### src/rtl/cfg_pkg.sv
// Definitions shared between the config serializer and the backend sequencer:
// the word width, the gain field layout and the serializer state encoding.
package cfg_pkg;

    localparam int CFG_W      = 5;

    localparam int GAINA1_LSB = 0;
    localparam int GAINA1_W   = 3;
    localparam int GAINA2_LSB = 3;
    localparam int GAINA2_W   = 2;

    typedef enum logic [1:0] {
        IDLE  = 2'd0,
        SETUP = 2'd1,
        HIGH  = 2'd2,
        DONE  = 2'd3
    } cfg_state_e;

endpackage

### src/rtl/sclk_phase_timer.sv
// Half-period timer for the serial clock. It counts up from zero and flags the
// last cycle of a HALF_PER-cycle phase. Clearing restarts the phase.
module sclk_phase_timer #(
    parameter int HALF_PER = 4
) (
    input  logic i_clk,
    input  logic i_resetbAll,
    input  logic clr_i,
    output logic tc_o
);

    localparam int CNT_W = (HALF_PER > 1) ? $clog2(HALF_PER) : 1;
    localparam logic [CNT_W-1:0] TC_VAL = CNT_W'(HALF_PER - 1);

    logic [CNT_W-1:0] cnt_q;
    logic [CNT_W-1:0] cnt_d;

    // Next count: restart on clear, otherwise advance (free wrap, no saturation).
    always_comb begin
        cnt_d = cnt_q + CNT_W'(1);
        if (clr_i) begin
            cnt_d = '0;
        end
    end

    // Phase counter register.
    always_ff @(posedge i_clk or negedge i_resetbAll) begin
        if (!i_resetbAll) begin
            cnt_q <= '0;
        end else begin
            cnt_q <= cnt_d;
        end
    end

    assign tc_o = (cnt_q == TC_VAL);

endmodule

### src/rtl/serial_cfg_master.sv
// Serializes one configuration word MSB-first onto a slow sclk/sdin pair.
// Both serial outputs are registered strobes in the i_clk domain.
//
//   state | meaning
//   ------+-------------------------------------------------------------
//   IDLE  | ready for a new word, sclk/sdin low
//   SETUP | sclk low, current MSB presented on sdin for HALF_PER cycles
//   HIGH  | sclk high, sdin held for HALF_PER cycles
//   DONE  | one-cycle completion pulse, then back to IDLE
module serial_cfg_master
    import cfg_pkg::*;
#(
    parameter int DATA_W   = CFG_W,
    parameter int HALF_PER = 4
) (
    input  logic              i_clk,
    input  logic              i_resetbAll,
    input  logic [DATA_W-1:0] i_cfg_data,
    input  logic              i_cfg_valid,
    output logic              o_cfg_ready,
    output logic              o_sclk,
    output logic              o_sdin,
    output logic              o_busy,
    output logic              o_done
);

    // A one-cycle level could be missed by the consumer's edge detector.
    if (HALF_PER < 2) begin : g_half_per_check
        $error("serial_cfg_master: HALF_PER=%0d is illegal, must be at least 2", HALF_PER);
    end

    localparam int BIT_W = (DATA_W > 1) ? $clog2(DATA_W) : 1;
    localparam logic [BIT_W-1:0] BIT_LAST = BIT_W'(DATA_W - 1);

    cfg_state_e        state_q, state_d;
    logic [DATA_W-1:0] shift_q, shift_d;
    logic [BIT_W-1:0]  bit_q,   bit_d;
    logic              sclk_q,  sclk_d;
    logic              sdin_q,  sdin_d;
    logic              done_q,  done_d;
    logic              ready_q, ready_d;
    logic              phase_tc;
    logic              phase_clr;

    // Each state entry starts a fresh half period.
    assign phase_clr = (state_d != state_q);

    sclk_phase_timer #(
        .HALF_PER (HALF_PER)
    ) u_phase_timer (
        .i_clk       (i_clk),
        .i_resetbAll (i_resetbAll),
        .clr_i       (phase_clr),
        .tc_o        (phase_tc)
    );

    // Next state, shifter and bit counter; outputs derive from the next state
    // so they can be registered without adding a cycle of latency.
    always_comb begin
        state_d = state_q;
        shift_d = shift_q;
        bit_d   = bit_q;
        case (state_q)
            IDLE: begin
                if (i_cfg_valid && ready_q) begin
                    shift_d = i_cfg_data;
                    bit_d   = BIT_LAST;
                    state_d = SETUP;
                end
            end
            SETUP: begin
                if (phase_tc) begin
                    state_d = HIGH;
                end
            end
            HIGH: begin
                if (phase_tc) begin
                    if (bit_q != '0) begin
                        shift_d = shift_q << 1;
                        bit_d   = bit_q - BIT_W'(1);
                        state_d = SETUP;
                    end else begin
                        state_d = DONE;
                    end
                end
            end
            DONE: begin
                state_d = IDLE;
            end
            default: begin
                state_d = IDLE;
            end
        endcase

        sclk_d  = (state_d == HIGH);
        sdin_d  = ((state_d == SETUP) || (state_d == HIGH)) ? shift_d[DATA_W-1] : 1'b0;
        done_d  = (state_d == DONE);
        ready_d = (state_d == IDLE);
    end

    // State, datapath and registered outputs; ready stays low through reset.
    always_ff @(posedge i_clk or negedge i_resetbAll) begin
        if (!i_resetbAll) begin
            state_q <= IDLE;
            shift_q <= '0;
            bit_q   <= '0;
            sclk_q  <= 1'b0;
            sdin_q  <= 1'b0;
            done_q  <= 1'b0;
            ready_q <= 1'b0;
        end else begin
            state_q <= state_d;
            shift_q <= shift_d;
            bit_q   <= bit_d;
            sclk_q  <= sclk_d;
            sdin_q  <= sdin_d;
            done_q  <= done_d;
            ready_q <= ready_d;
        end
    end

    assign o_cfg_ready = ready_q;
    assign o_sclk      = sclk_q;
    assign o_sdin      = sdin_q;
    assign o_done      = done_q;
    assign o_busy      = (state_q != IDLE);

endmodule
### config.mk
export PLATFORM = sky130hd
export DESIGN_NAME = serial_cfg_master
export DESIGN_NICKNAME = d
export VERILOG_FILES = /design/src/rtl/cfg_pkg.sv /design/src/rtl/sclk_phase_timer.sv /design/src/rtl/serial_cfg_master.sv
export SDC_FILE = /design/constraint.sdc
export NUM_CORES = 1
export LEC_CHECK = 0
export ABC_CLOCK_PERIOD_IN_PS = 1700
export CORE_ASPECT_RATIO = 0.75
export CORE_MARGIN = 5
export CORE_UTILIZATION = 40
export DETAILED_ROUTE_END_ITERATION = 16
export DONT_BUFFER_PORTS = 1
export SYNTH_ARGS = -nofsm -noshare
export SYNTH_HDL_FRONTEND = slang
export SYNTH_SLANG_ARGS = --single-unit
### constraint.sdc
create_clock -name i_clk -period 1.7 [get_ports i_clk]
set_input_delay 0.255 -clock i_clk [delete_from_list [all_inputs] [get_ports i_clk]]
set_output_delay 0.255 -clock i_clk [all_outputs]
set_load 0.02 [all_outputs]
# After elaboration in Yosys (flattened, before gate mapping)
# Cells that the tools add are included.
# totals
wordCells	45
register_bits	16
out_inout_bits	5
# classes
add_sub_neg	2
n_eq_ne	11
reduce_logical	8
n_mux	15
# ops
cell	n
$mux W5	3
$eq A2 B2 Y1 const B	5
$mux W2	5
$pmux W5 S2	1
$mux W3	3
$pmux W2 S4	1
$ne A2 B2 Y1 const B	3
$pmux W3 S2	1
$eq A2 B1 Y1 const B	2
$logic_not A2 Y1	2
$reduce_and A4 Y1	1
$reduce_bool A2 Y1	2
$reduce_bool A3 Y1	1
$sub A3 B1 Y3 const B	1
$add A2 B1 Y2 const B	1
$ne A2 B2 Y1	1
$logic_and A1 B1 Y1	1
$logic_or A1 B1 Y1	1
$mux W1	1

# Logic depth before layout (Yosys ltp)
# depth
depth_word	7
depth_mapped	8

# Hierarchy
# A second synthesis with hierarchy kept.
# hier_totals
cells_unflattened	73
area_unflattened_um2	813.3
# modules_own_cells
mod	area_each_um2	n_inst	seq_area_each_um2	cells_each
serial_cfg_master	740.7	1	350.3	68
sclk_phase_timer	72.6	1	50.0	5

# Worst setup path before layout
# No wires, ideal clock.
# synth_path
path_type	register to register
startpoint	register state_q[1]
endpoint	register sdin_q (netlist: o_sdin)
period_less_slack_ns	1.623
arrival_ns	1.496
n_path_buf	1
required_ns	1.573
setup_slack_ns	0.077
stages_incl_launch_ff	8
cell_sequence	dfrtp_1 -> buf_4 -> or2_2 -> nand2b_1 -> nand3_1 -> ha_1 -> inv_1 -> a31oi_1
# synth_between
elab_chain_cells	5
word_cells_on_any_way	13
# synth_lines
item	line_no	text
start: declaration	serial_cfg_master.sv:35	cfg_state_e state_q, state_d;
start signal: assignment	serial_cfg_master.sv:112	state_q <= state_d;
$eq A2 B2 Y1 (tied with other cells)	serial_cfg_master.sv:63	case (state_q)
$pmux W2 S4	serial_cfg_master.sv:63	
$eq A2 B1 Y1 or $eq A2 B2 Y1 (tied branches)	serial_cfg_master.sv:96	sdin_d = ((state_d == SETUP) || (state_d == HIGH)) ? shift_d[DATA_W-1] : 1'b0;
$logic_or A1 B1 Y1	serial_cfg_master.sv:96	
$mux W1 *	serial_cfg_master.sv:96	
via sdin_d	serial_cfg_master.sv:39	logic sdin_q, sdin_d;
end signal: assignment	serial_cfg_master.sv:116	sdin_q <= sdin_d;
end: declaration	serial_cfg_master.sv:39	
# The timed path passes the listed nets; every way through them passes the cells marked *.
# A chain may end at the register's enable or synchronous reset.

# Worst setup path in the final report
# layout_path
startpoint	register state_q[1]
endpoint	register shift_q[1]
# layout_between
elab_chain_cells	3
word_cells_on_any_way	8
# layout_lines
item	line_no	text
$eq A2 B2 Y1 or $logic_not A2 Y1 (tied branches)	serial_cfg_master.sv:63	
$ne A2 B2 Y1 (no line) or $reduce_bool A2 Y1 (tied branches)	-	
$reduce_and A4 Y1 (no line)	-	
end signal: assignment	serial_cfg_master.sv:113	shift_q <= shift_d;
end: declaration	serial_cfg_master.sv:36	logic [DATA_W-1:0] shift_q, shift_d;
# Parallel ways exist; a longest one is shown, timed or not.

==> run metrics <==
mux cell area share after synthesis=around 7%; Syn-to-layout area delta=17.9%; CTS Sinks=16; final setup fails=0; routed wire length=between 1500 and 2000 um; Synth cell types=30; crit path max fanout=10; Filler cells=approximately 190; min cycle time layout=between 1.5 and 2 ns; # rows=14; remaining global-route overflow=0; number of flops mapped to enable cells by yosys=0; normalized max-slew margin=49.1%; largest area contributor in the netlist=dfrtp_1; most frequent cell after synthesis=dfrtp_1; Slew Limit Fails=0; Final Hold Slack=between 0.1 and 0.15 ns; CTS Buf Count=3; clock transition at the registers of the reported paths=around 0.090 ns; Max Root-Sink Buffers=2; Via Count=around 630; synthesized netlist cell count=between 70 and 80; layout cells sized above 1=26.4%; WP data arrival=about 1.8 ns; first-pass GRT wire length=between 3000 and 4000 um; fmax=~620 MHz; Final ANT Viol Nets=0; PwrDens=1670 mW/mm2; XOR/XNOR share of the synthesized area=0%; kind of start point of the critical path=flip-flop; Pre-antenna DRT Iters=4; DRC=0; Post-DP HPWL=roughly 1400 um; area of the die=around 0.0033 mm2; Worst-Skew Late Latency=approximately 0.28 ns; FFs w/ async S/R, synth=100%; Worst Tran Pin Value=0.762 ns; global placer's final weighted congestion=about 0.75; Die Y=about 51 um; Final Hold Viols=0; register area share after synthesis=45.0%; port buffer count=0; wire length per cell=roughly 16 um; vias per std cell=5.47; Synth Area in Compound Gates=about 15%; RSZ-0062 raised after global routing=false; Starting DRT DRC Count=15; H-Tree Depth=1; top cells by area, synth=dfrtp_1, ha_1, mux2_2; CTS root buffer=clkbuf_4; total negative slack=0 ns; Synth warnings=0; antenna violations before repair=0; TritonCTS clock tree=yes; Core Region=0.00207 mm2; leakage=0.507 nW; largest family of logic cells by synthesized area=simple AND/OR/NAND/NOR gates; vias in the first global route=608; synth cell count leaders=dfrtp_1, ha_1, inv_1, nand2_1, nand2b_1; Req. time, crit path=roughly 1.9 ns; VDD IR max=734 uV; Antenna Diode Count=0; Die W=64.5 um; Synth Area per Inst=11.3 um2; Simple-Gate Fraction of Synth Area=18.6%; largest net degree at the start of global routing=17; Setup Skew=0.00115 ns; predominant post-synthesis flop cell=dfrtp_1; adder-cell area share of the yosys netlist=9.85%; io pins=13; Crit Path Class=reg2reg; Initial Util=a little over two fifths; # nets final=108; crit path capture type=flip-flop; global-route usage over all layers=between 10% and 20%; status=finished, final reports clean; share of the synthesized area in the top cell type=a little under half; Tcrit/Tclk final=roughly 95%; Yosys reg bits=16; syn nets=94; area of the mapped netlist=between 800 and 900 um2; worst hold path type=in2reg; Max-Cap Viols=0
## cell families after synthesis
family	after synthesis
and+or+nand+nor	26
DFF	16
AOI/OAI and AO/OA	15
buffers and inverters	9
adders and majority gates	7
muxes	6
## worst paths after layout
path | slack [ns] | end | cells after the start | from
min in group asynchronous | 0.48 | o_sdin | 1 | i_resetbAll
max in group asynchronous | 0.75 | o_done | 1 | i_resetbAll
setup reg to reg | 0.09 | shift_q[1] | 3 | state_q[1]
hold reg to reg | 0.47 | u_phase_timer.cnt_q[0] | 1 | u_phase_timer.cnt_q[0]
setup / recovery | 0.09 | shift_q[1] | 3 | state_q[1]
hold / removal | 0.10 | shift_q[4] | 2 | i_cfg_data[4]
## registers in the layout (all words and copies together), names as in the netlist
| signal | count |
|---|---|
| shift_q | 5 |
| bit_q | 3 |
| state_q | 2 |
| u_phase_timer.cnt_q | 2 |
| o_cfg_ready | 1 |
| o_done | 1 |
| o_sclk | 1 |
| o_sdin | 1 |
## where the power goes
| part | switching, mW | total [mW] | leakage [nW] | internal, mW |
|---|---|---|---|---|
| clock | 0.114 | 0.196 | 0.0138 | 0.0823 |
| sequential | 0.162 | 0.701 | 0.206 | 0.539 |
| combinational | 0.430 | 0.859 | 0.287 | 0.429 |
| total | 0.705 | 1.76 | 0.507 | 1.05 |
## worst max-delay path, stage by stage, from the launching register on
cell	delay, ns
dfrtp_1	0.50
buf_4	0.22
a221oi_4	0.41
mux2_2	0.38
## repair_timing
item                                   4_1_cts  5_1_grt
resized for setup                            0        8
setup buffers                                2        0
endpoints found under the hold margin       16        0
pin swaps                                    1        1
hold buffers                                 1        0
cloned                                       0        0
setup endpoints to repair                    3        6
## per-stage QoR
stage	utilization, %	instance area [um2]	cells	total power [mW]	worst slack, ns
floorplan	-	890	79	1.22	0.0772
global placement	46.9	970	109	1.45	0.0454
detailed placement	46.9	970	109	1.47	0.00904
CTS	49.2	1020	115	1.71	0.0684
global route	50.7	1050	115	1.92	0.0183
finish	50.7	1050	115	1.76	0.0928
## placed cells by master, fill, tap and decap left out, drive strengths merged, types with 2 or more instances in the layout
cell,n
a21oi,3
a221oi,2
a32o,3
and3b,3
buf,11
clkbuf,3
dfrtp,16
ha,7
inv,6
mux2,3
mux2i,3
nand2,6
nand2b,5
nand3,2
nor2,2
nor2b,3
## metal layers
metal	part of all wire (%)	track usage (%)	up-vias
li1	-	-	310
met1	52	19.3	293
met2	38	17.0	22
met3	8.3	6.36	4
met4	1.0	4.21	0
met5	0	0	-
## layout make-up
class | instances | area [um2] | share of cell area [%]
Multi-Input combinational cell | 54 | 480 | 45.8
Clock buffer | 3 | 22.5 | 2.15
Timing Repair Buffer | 12 | 92.6 | 8.83
Inverter | 6 | 22.5 | 2.15
Sequential cell | 16 | 400 | 38.2
Tap cell | 24 | 30.0 | 2.86
No activity file was read; power rests on OpenSTA's default activity.
